## config.mk

```make
export PLATFORM = sky130hd
export DESIGN_NAME = fetch_sequencer
export DESIGN_NICKNAME = d
export VERILOG_FILES = /design/src/rtl/fetch_sequencer.sv
export SDC_FILE = /design/constraint.sdc
export NUM_CORES = 1
export LEC_CHECK = 0
export CAP_MARGIN = 20
export CORE_UTILIZATION = 45
export CTS_BUF_LIST = sky130_fd_sc_hd__clkbuf_8
export CTS_CLUSTER_DIAMETER = 50
export DETAILED_ROUTE_END_ITERATION = 10
export PLACE_DENSITY = 0.84
export SYNTH_ARGS = -nofsm -noshare
export SYNTH_HDL_FRONTEND = slang
export SYNTH_SLANG_ARGS = --single-unit
```

## constraint.sdc

```tcl
create_clock -name Clk -period 3 [get_ports Clk]
set_clock_uncertainty 0.15 [all_clocks]
set_input_delay 0.6 -clock Clk [delete_from_list [all_inputs] [get_ports Clk]]
set_output_delay 0.6 -clock Clk [all_outputs]
set_load 0.05 [all_outputs]
```

## src/rtl/fetch_sequencer.sv

```systemverilog
// fetch_sequencer: program-counter controller between the instruction ROM and
// the branch-target lookup table. Fetches sequentially from a start address,
// redirects through the lookup table on taken branches (one bubble cycle),
// and reports Busy/Done for the surrounding handshake.
//
// Optional return stack: define FETCH_SEQ_CALL_STACK_EN to enable Call/Ret
// handling backed by a RAS_DEPTH-entry return-address stack. Without the
// macro, Call and Ret are ignored and no stack storage exists.

module fetch_sequencer #(
   parameter int PC_W        = 12,
   parameter int PTR_W       = 5,
   parameter int NUM_TARGETS = 18,
   parameter int RAS_DEPTH   = 4
) (
   input  logic             Clk,
   input  logic             Reset,
   input  logic             Start,
   input  logic [PC_W-1:0]  StartAddr,
   input  logic             Stall,
   input  logic             Halt,
   input  logic             BranchEn,
   input  logic [PTR_W-1:0] BranchPtr,
   output logic [PTR_W-1:0] LutAddr,
   input  logic [PC_W-1:0]  LutTarget,
   input  logic             Call,
   input  logic             Ret,
   output logic [PC_W-1:0]  ProgCtr,
   output logic             Fetch,
   output logic             Busy,
   output logic             Done,
   output logic             BadTarget
);

   typedef enum logic [1:0] {
      IDLE,
      RUN,
      REDIRECT,
      HALTED
   } state_t;

   state_t           state_q, state_d;
   logic [PC_W-1:0]  progCtr_q, progCtr_d;
   logic [PTR_W-1:0] lutAddr_q, lutAddr_d;
   logic             done_q, done_d;
   logic             badTarget_q, badTarget_d;
   logic             ptrLegal;

   assign ptrLegal = (BranchPtr < PTR_W'(NUM_TARGETS));

`ifdef FETCH_SEQ_CALL_STACK_EN
   localparam int RAS_CNT_W = $clog2(RAS_DEPTH + 1);
   localparam int IDX_W     = (RAS_DEPTH > 1) ? $clog2(RAS_DEPTH) : 1;

   logic [PC_W-1:0]      retStack_q [RAS_DEPTH];
   logic [RAS_CNT_W-1:0] rasCnt_q, rasCnt_d;
   logic                 pushEn;
   logic [IDX_W-1:0]     pushIdx;
   logic [IDX_W-1:0]     popIdx;

   // The stack grows upward: the count is the next free slot, count-1 the top.
   assign pushIdx = IDX_W'(rasCnt_q);
   assign popIdx  = IDX_W'(rasCnt_q - 1'b1);

   // Return-address storage; written only on a successful Call.
   always_ff @(posedge Clk) begin
      if (Reset) begin
         for (int i = 0; i < RAS_DEPTH; i++) begin
            retStack_q[i] <= '0;
         end
      end else if (pushEn) begin
         retStack_q[pushIdx] <= progCtr_q + 1'b1;
      end
   end

   // Stack occupancy counter.
   always_ff @(posedge Clk) begin
      if (Reset) begin
         rasCnt_q <= '0;
      end else begin
         rasCnt_q <= rasCnt_d;
      end
   end
`else
   logic unusedCallRet;

   assign unusedCallRet = Call ^ Ret;
`endif

   // State and datapath registers; Reset aborts any program with no Done.
   always_ff @(posedge Clk) begin
      if (Reset) begin
         state_q     <= IDLE;
         progCtr_q   <= '0;
         lutAddr_q   <= '0;
         done_q      <= 1'b0;
         badTarget_q <= 1'b0;
      end else begin
         state_q     <= state_d;
         progCtr_q   <= progCtr_d;
         lutAddr_q   <= lutAddr_d;
         done_q      <= done_d;
         badTarget_q <= badTarget_d;
      end
   end

   // Next-state logic. In RUN the order is Stall, Halt, (Ret, Call,) BranchEn,
   // then sequential increment; a fault always lands in HALTED with Done set.
   always_comb begin
      state_d     = state_q;
      progCtr_d   = progCtr_q;
      lutAddr_d   = lutAddr_q;
      done_d      = done_q;
      badTarget_d = badTarget_q;
`ifdef FETCH_SEQ_CALL_STACK_EN
      rasCnt_d    = rasCnt_q;
      pushEn      = 1'b0;
`endif
      case (state_q)
         IDLE, HALTED: begin
            if (Start) begin
               progCtr_d   = StartAddr;
               done_d      = 1'b0;
               badTarget_d = 1'b0;
               state_d     = RUN;
`ifdef FETCH_SEQ_CALL_STACK_EN
               rasCnt_d    = '0;
`endif
            end
         end
         RUN: begin
            if (Stall) begin
               state_d = RUN;
            end else if (Halt) begin
               done_d  = 1'b1;
               state_d = HALTED;
            end
`ifdef FETCH_SEQ_CALL_STACK_EN
            else if (Ret) begin
               if (rasCnt_q == '0) begin
                  badTarget_d = 1'b1;
                  done_d      = 1'b1;
                  state_d     = HALTED;
               end else begin
                  progCtr_d = retStack_q[popIdx];
                  rasCnt_d  = rasCnt_q - 1'b1;
               end
            end else if (Call) begin
               if (rasCnt_q == RAS_CNT_W'(RAS_DEPTH) || !ptrLegal) begin
                  badTarget_d = 1'b1;
                  done_d      = 1'b1;
                  state_d     = HALTED;
               end else begin
                  pushEn    = 1'b1;
                  rasCnt_d  = rasCnt_q + 1'b1;
                  lutAddr_d = BranchPtr;
                  state_d   = REDIRECT;
               end
            end
`endif
            else if (BranchEn) begin
               if (ptrLegal) begin
                  lutAddr_d = BranchPtr;
                  state_d   = REDIRECT;
               end else begin
                  badTarget_d = 1'b1;
                  done_d      = 1'b1;
                  state_d     = HALTED;
               end
            end else begin
               progCtr_d = progCtr_q + 1'b1;
            end
         end
         REDIRECT: begin
            if (!Stall) begin
               progCtr_d = LutTarget;
               state_d   = RUN;
            end
         end
         default: begin
            state_d = IDLE;
         end
      endcase
   end

   // Status outputs follow directly from the current state.
   always_comb begin
      Fetch = (state_q == RUN);
      Busy  = (state_q == RUN) || (state_q == REDIRECT);
   end

   assign ProgCtr   = progCtr_q;
   assign LutAddr   = lutAddr_q;
   assign Done      = done_q;
   assign BadTarget = badTarget_q;

endmodule
```

==> impl_metrics.json <==
{
  "seq_area_um2": 420,
  "wl_per_cell_um": 17.0,
  "ys_seq_area_share_pct": 30.5,
  "outcome": "complete, but fails checks",
  "ys_top_cells_by_count": "21 x dfxtp_1, 14 x nand2_1, 14 x nor2_1",
  "p_leak_nw": 0.744,
  "port_buffers": 55,
  "n_antenna_cell": 0,
  "avgSynthCellArea_um2": 8.31,
  "postSynth.asyncResetShare_pct": 0,
  "drtPass1Iterations": 7,
  "row_count": 19,
  "syn-instance-count": 166,
  "whs_ns": 0.358,
  "syn_to_final_growth_pct": 42.6,
  "gp_congestion": 0.827,
  "drtAntennaViolNets": 0,
  "htree_levels": 1,
  "max_freq_mhz": 386,
  "crit_arrival_ns": 1.84,
  "synth_top_family_by_area": "compound AO/OA/AOI/OAI gates",
  "drc": 6,
  "cts_tree": "built",
  "clock-sinks": 21,
  "dp_hpwl_um": 3020,
  "floorplan.initialDensity_pct": 48.8,
  "wirelength_um": 4190,
  "clkTransAtPathRegs_ns": 0.09,
  "synth_fp_nets": 207,
  "critPathRequiredTime_ns": 2.25,
  "drtIter0Drc": 73,
  "drive_gt1_share_pct": 7.41,
  "via_count": 1557,
  "violations": "DRC",
  "grt_max_degree": 20,
  "drv_cap": 0,
  "critPathMaxStageDelay_ns": 0.62,
  "hold_path_class": "flop to flop",
  "synth.area.mux_share_pct": 3.63,
  "crit_chain": "inv_1, ha_1, inv_2, buf_4",
  "startpoint_type": "flop",
  "peakVddDrop_mv": 0.244,
  "globalRouteOverflowTotal": 0,
  "yosys_warnings": 0,
  "power_density_nw_per_um2": 470,
  "synthFlopType": "dfxtp_1",
  "crit_type": "flop to output pin",
  "hold_viol": 0,
  "clock_latency_ns": 0.27,
  "timing.final.crit_share_pct": 86.5,
  "ioPinCount": 58,
  "grt_usage_pct": 26.1,
  "synthSimpleGateAreaFrac_pct": 24.2,
  "slew_viol_final": 0,
  "synth_area_leaders": "dfxtp_1 30%, nand3_1 4.0%, nand2_1 3.8%, nor2_1 3.8%, ha_1 3.6%",
  "die_area_um2": 3290,
  "die_h_um": 57.4,
  "clockBufferDepth": 2,
  "synth_compound_area_share_pct": 30.5,
  "tns_ns": 0,
  "cp-end-kind": "output pin",
  "synth_top_area_cell": "dfxtp_1",
  "ctsResizeCount": 0,
  "vias_per_cell": 6.30,
  "post_cts_buffers": 0,
  "rsz0062_at_grt": "false",
  "synth_top_area_share_pct": 30.5,
  "cts_buffers": 3,
  "slew_headroom_pct": 65.1,
  "cts-root-buf": "clkbuf_8",
  "antenna_found_initial": 0,
  "core_um2": 2830,
  "finalCriticalPeriod_ns": 2.59,
  "grt_pass1_wl_um": 6670,
  "slowest_stage": "ha_1",
  "synthXorXnorAreaFrac_pct": 1.90,
  "multi_input_area_um2": 881,
  "final_nets": 258,
  "synthAdderAreaFrac_pct": 3.63,
  "synth-edff-count": 0,
  "worst_slew_pin_slew_ns": 0.523,
  "setup_viol": 0,
  "yosysMostFrequentCell": "dfxtp_1",
  "synthDistinctLibCells": 55,
  "die_w_um": 57.4,
  "syn-cell-area_um2": 1380,
  "grt_pass1_vias": 1514,
  "ctsHoldBuffers": 0,
  "ys_ff_latch": 21,
  "worst-path-max-fanout": 18,
  "fill_cells": 245
}
## area by class of cell
cell class / instances / share of cell area (%)
Multi-Input combinational cell: 129 / 44.8
Timing Repair Buffer: 57 / 28.6
Sequential cell: 21 / 21.4
Clock buffer: 3 / 2.10
Tap cell: 31 / 1.97
Inverter: 5 / 0.954
Clock inverter: 1 / 0.254
## through the flow
step	worst slack (ns)	power, mW	std cells	cell area, um^2	util [%]
2_1_floorplan	0.781	0.591	166	1380	-
3_3_place_gp	0.519	0.716	243	1920	67.9
3_5_place_dp	0.495	0.730	243	1920	67.9
4_1_cts	0.406	0.926	247	1970	69.6
5_1_grt	0.320	0.964	247	1970	69.6
6_report	0.406	0.925	247	1970	69.6
## routing by layer
layer  vias up  part of all wire, %  GRT usage [%]
met4         0                  1.3           11.8
li1        736                    -              -
met5         -                    0              0
met3         8                  7.0           3.63
met2        84                   50           43.9
met1       729                   42           33.1
## registers in the layout, indices dropped and copies added (netlist names)
| name | flops |
|---|---|
| ProgCtr | 12 |
| LutAddr | 5 |
| state_q | 2 |
| BadTarget | 1 |
| Done | 1 |
## power breakdown
part / internal [mW] / total, mW / switching [mW]
clock: 0.0928 / 0.197 / 0.104
combinational: 0.154 / 0.386 / 0.232
sequential: 0.306 / 0.342 / 0.0368
## placed cells by master (no fill, tap or decap), types with 2 or more instances in the layout
cell type | netlist | routed
clkbuf_8 | 0 | 3
mux2i_1 | 5 | 5
inv_1 | 3 | 3
nor2b_1 | 2 | 2
nand2_1 | 14 | 14
nor2_1 | 14 | 14
dfxtp_1 | 21 | 21
nor3_1 | 5 | 5
nand3_1 | 11 | 11
a21oi_1 | 8 | 8
nand2b_1 | 2 | 2
a22oi_1 | 3 | 3
and4_1 | 2 | 2
o211ai_1 | 4 | 4
xnor2_1 | 3 | 3
o22ai_1 | 2 | 2
and3_2 | 2 | 2
o31a_1 | 3 | 3
a31oi_1 | 2 | 2
buf_4 | 0 | 3
a211oi_1 | 2 | 2
a21o_1 | 2 | 2
o21ai_1 | 2 | 2
a221oi_1 | 2 | 2
a311oi_1 | 2 | 2
ha_1 | 4 | 4
o21ai_0 | 5 | 5
o41ai_2 | 2 | 2
clkdlybuf4s50_1 | 0 | 54
o21a_1 | 2 | 2
nand4_1 | 2 | 2
## worst paths after layout
check | start | endpoint | slack (ns) | cells past startpoint
hold / removal | LutAddr[0] | LutAddr[0] | 0.36 | 2
setup / recovery | state_q[0] | Busy | 0.41 | 4
hold reg to reg | LutAddr[0] | LutAddr[0] | 0.36 | 2
setup reg to reg | state_q[0] | ProgCtr[7] | 0.69 | 6
## logic make-up (layout without fill, tap and decap cells)
family,count (synthesis),in the layout
buf+inv,16,66
mux,5,5
simple gates,63,63
compound gates,54,54
xor+xnor,3,3
fa+ha+maj,4,4
flops,21,21
## critical path: cells and delay by family (launching register included)
kind / cells / cell delay, ns
adders and majority gates: 1 / 0.62
buffers and inverters: 3 / 0.61
DFF: 1 / 0.35
(Power assumes the default switching activity.)
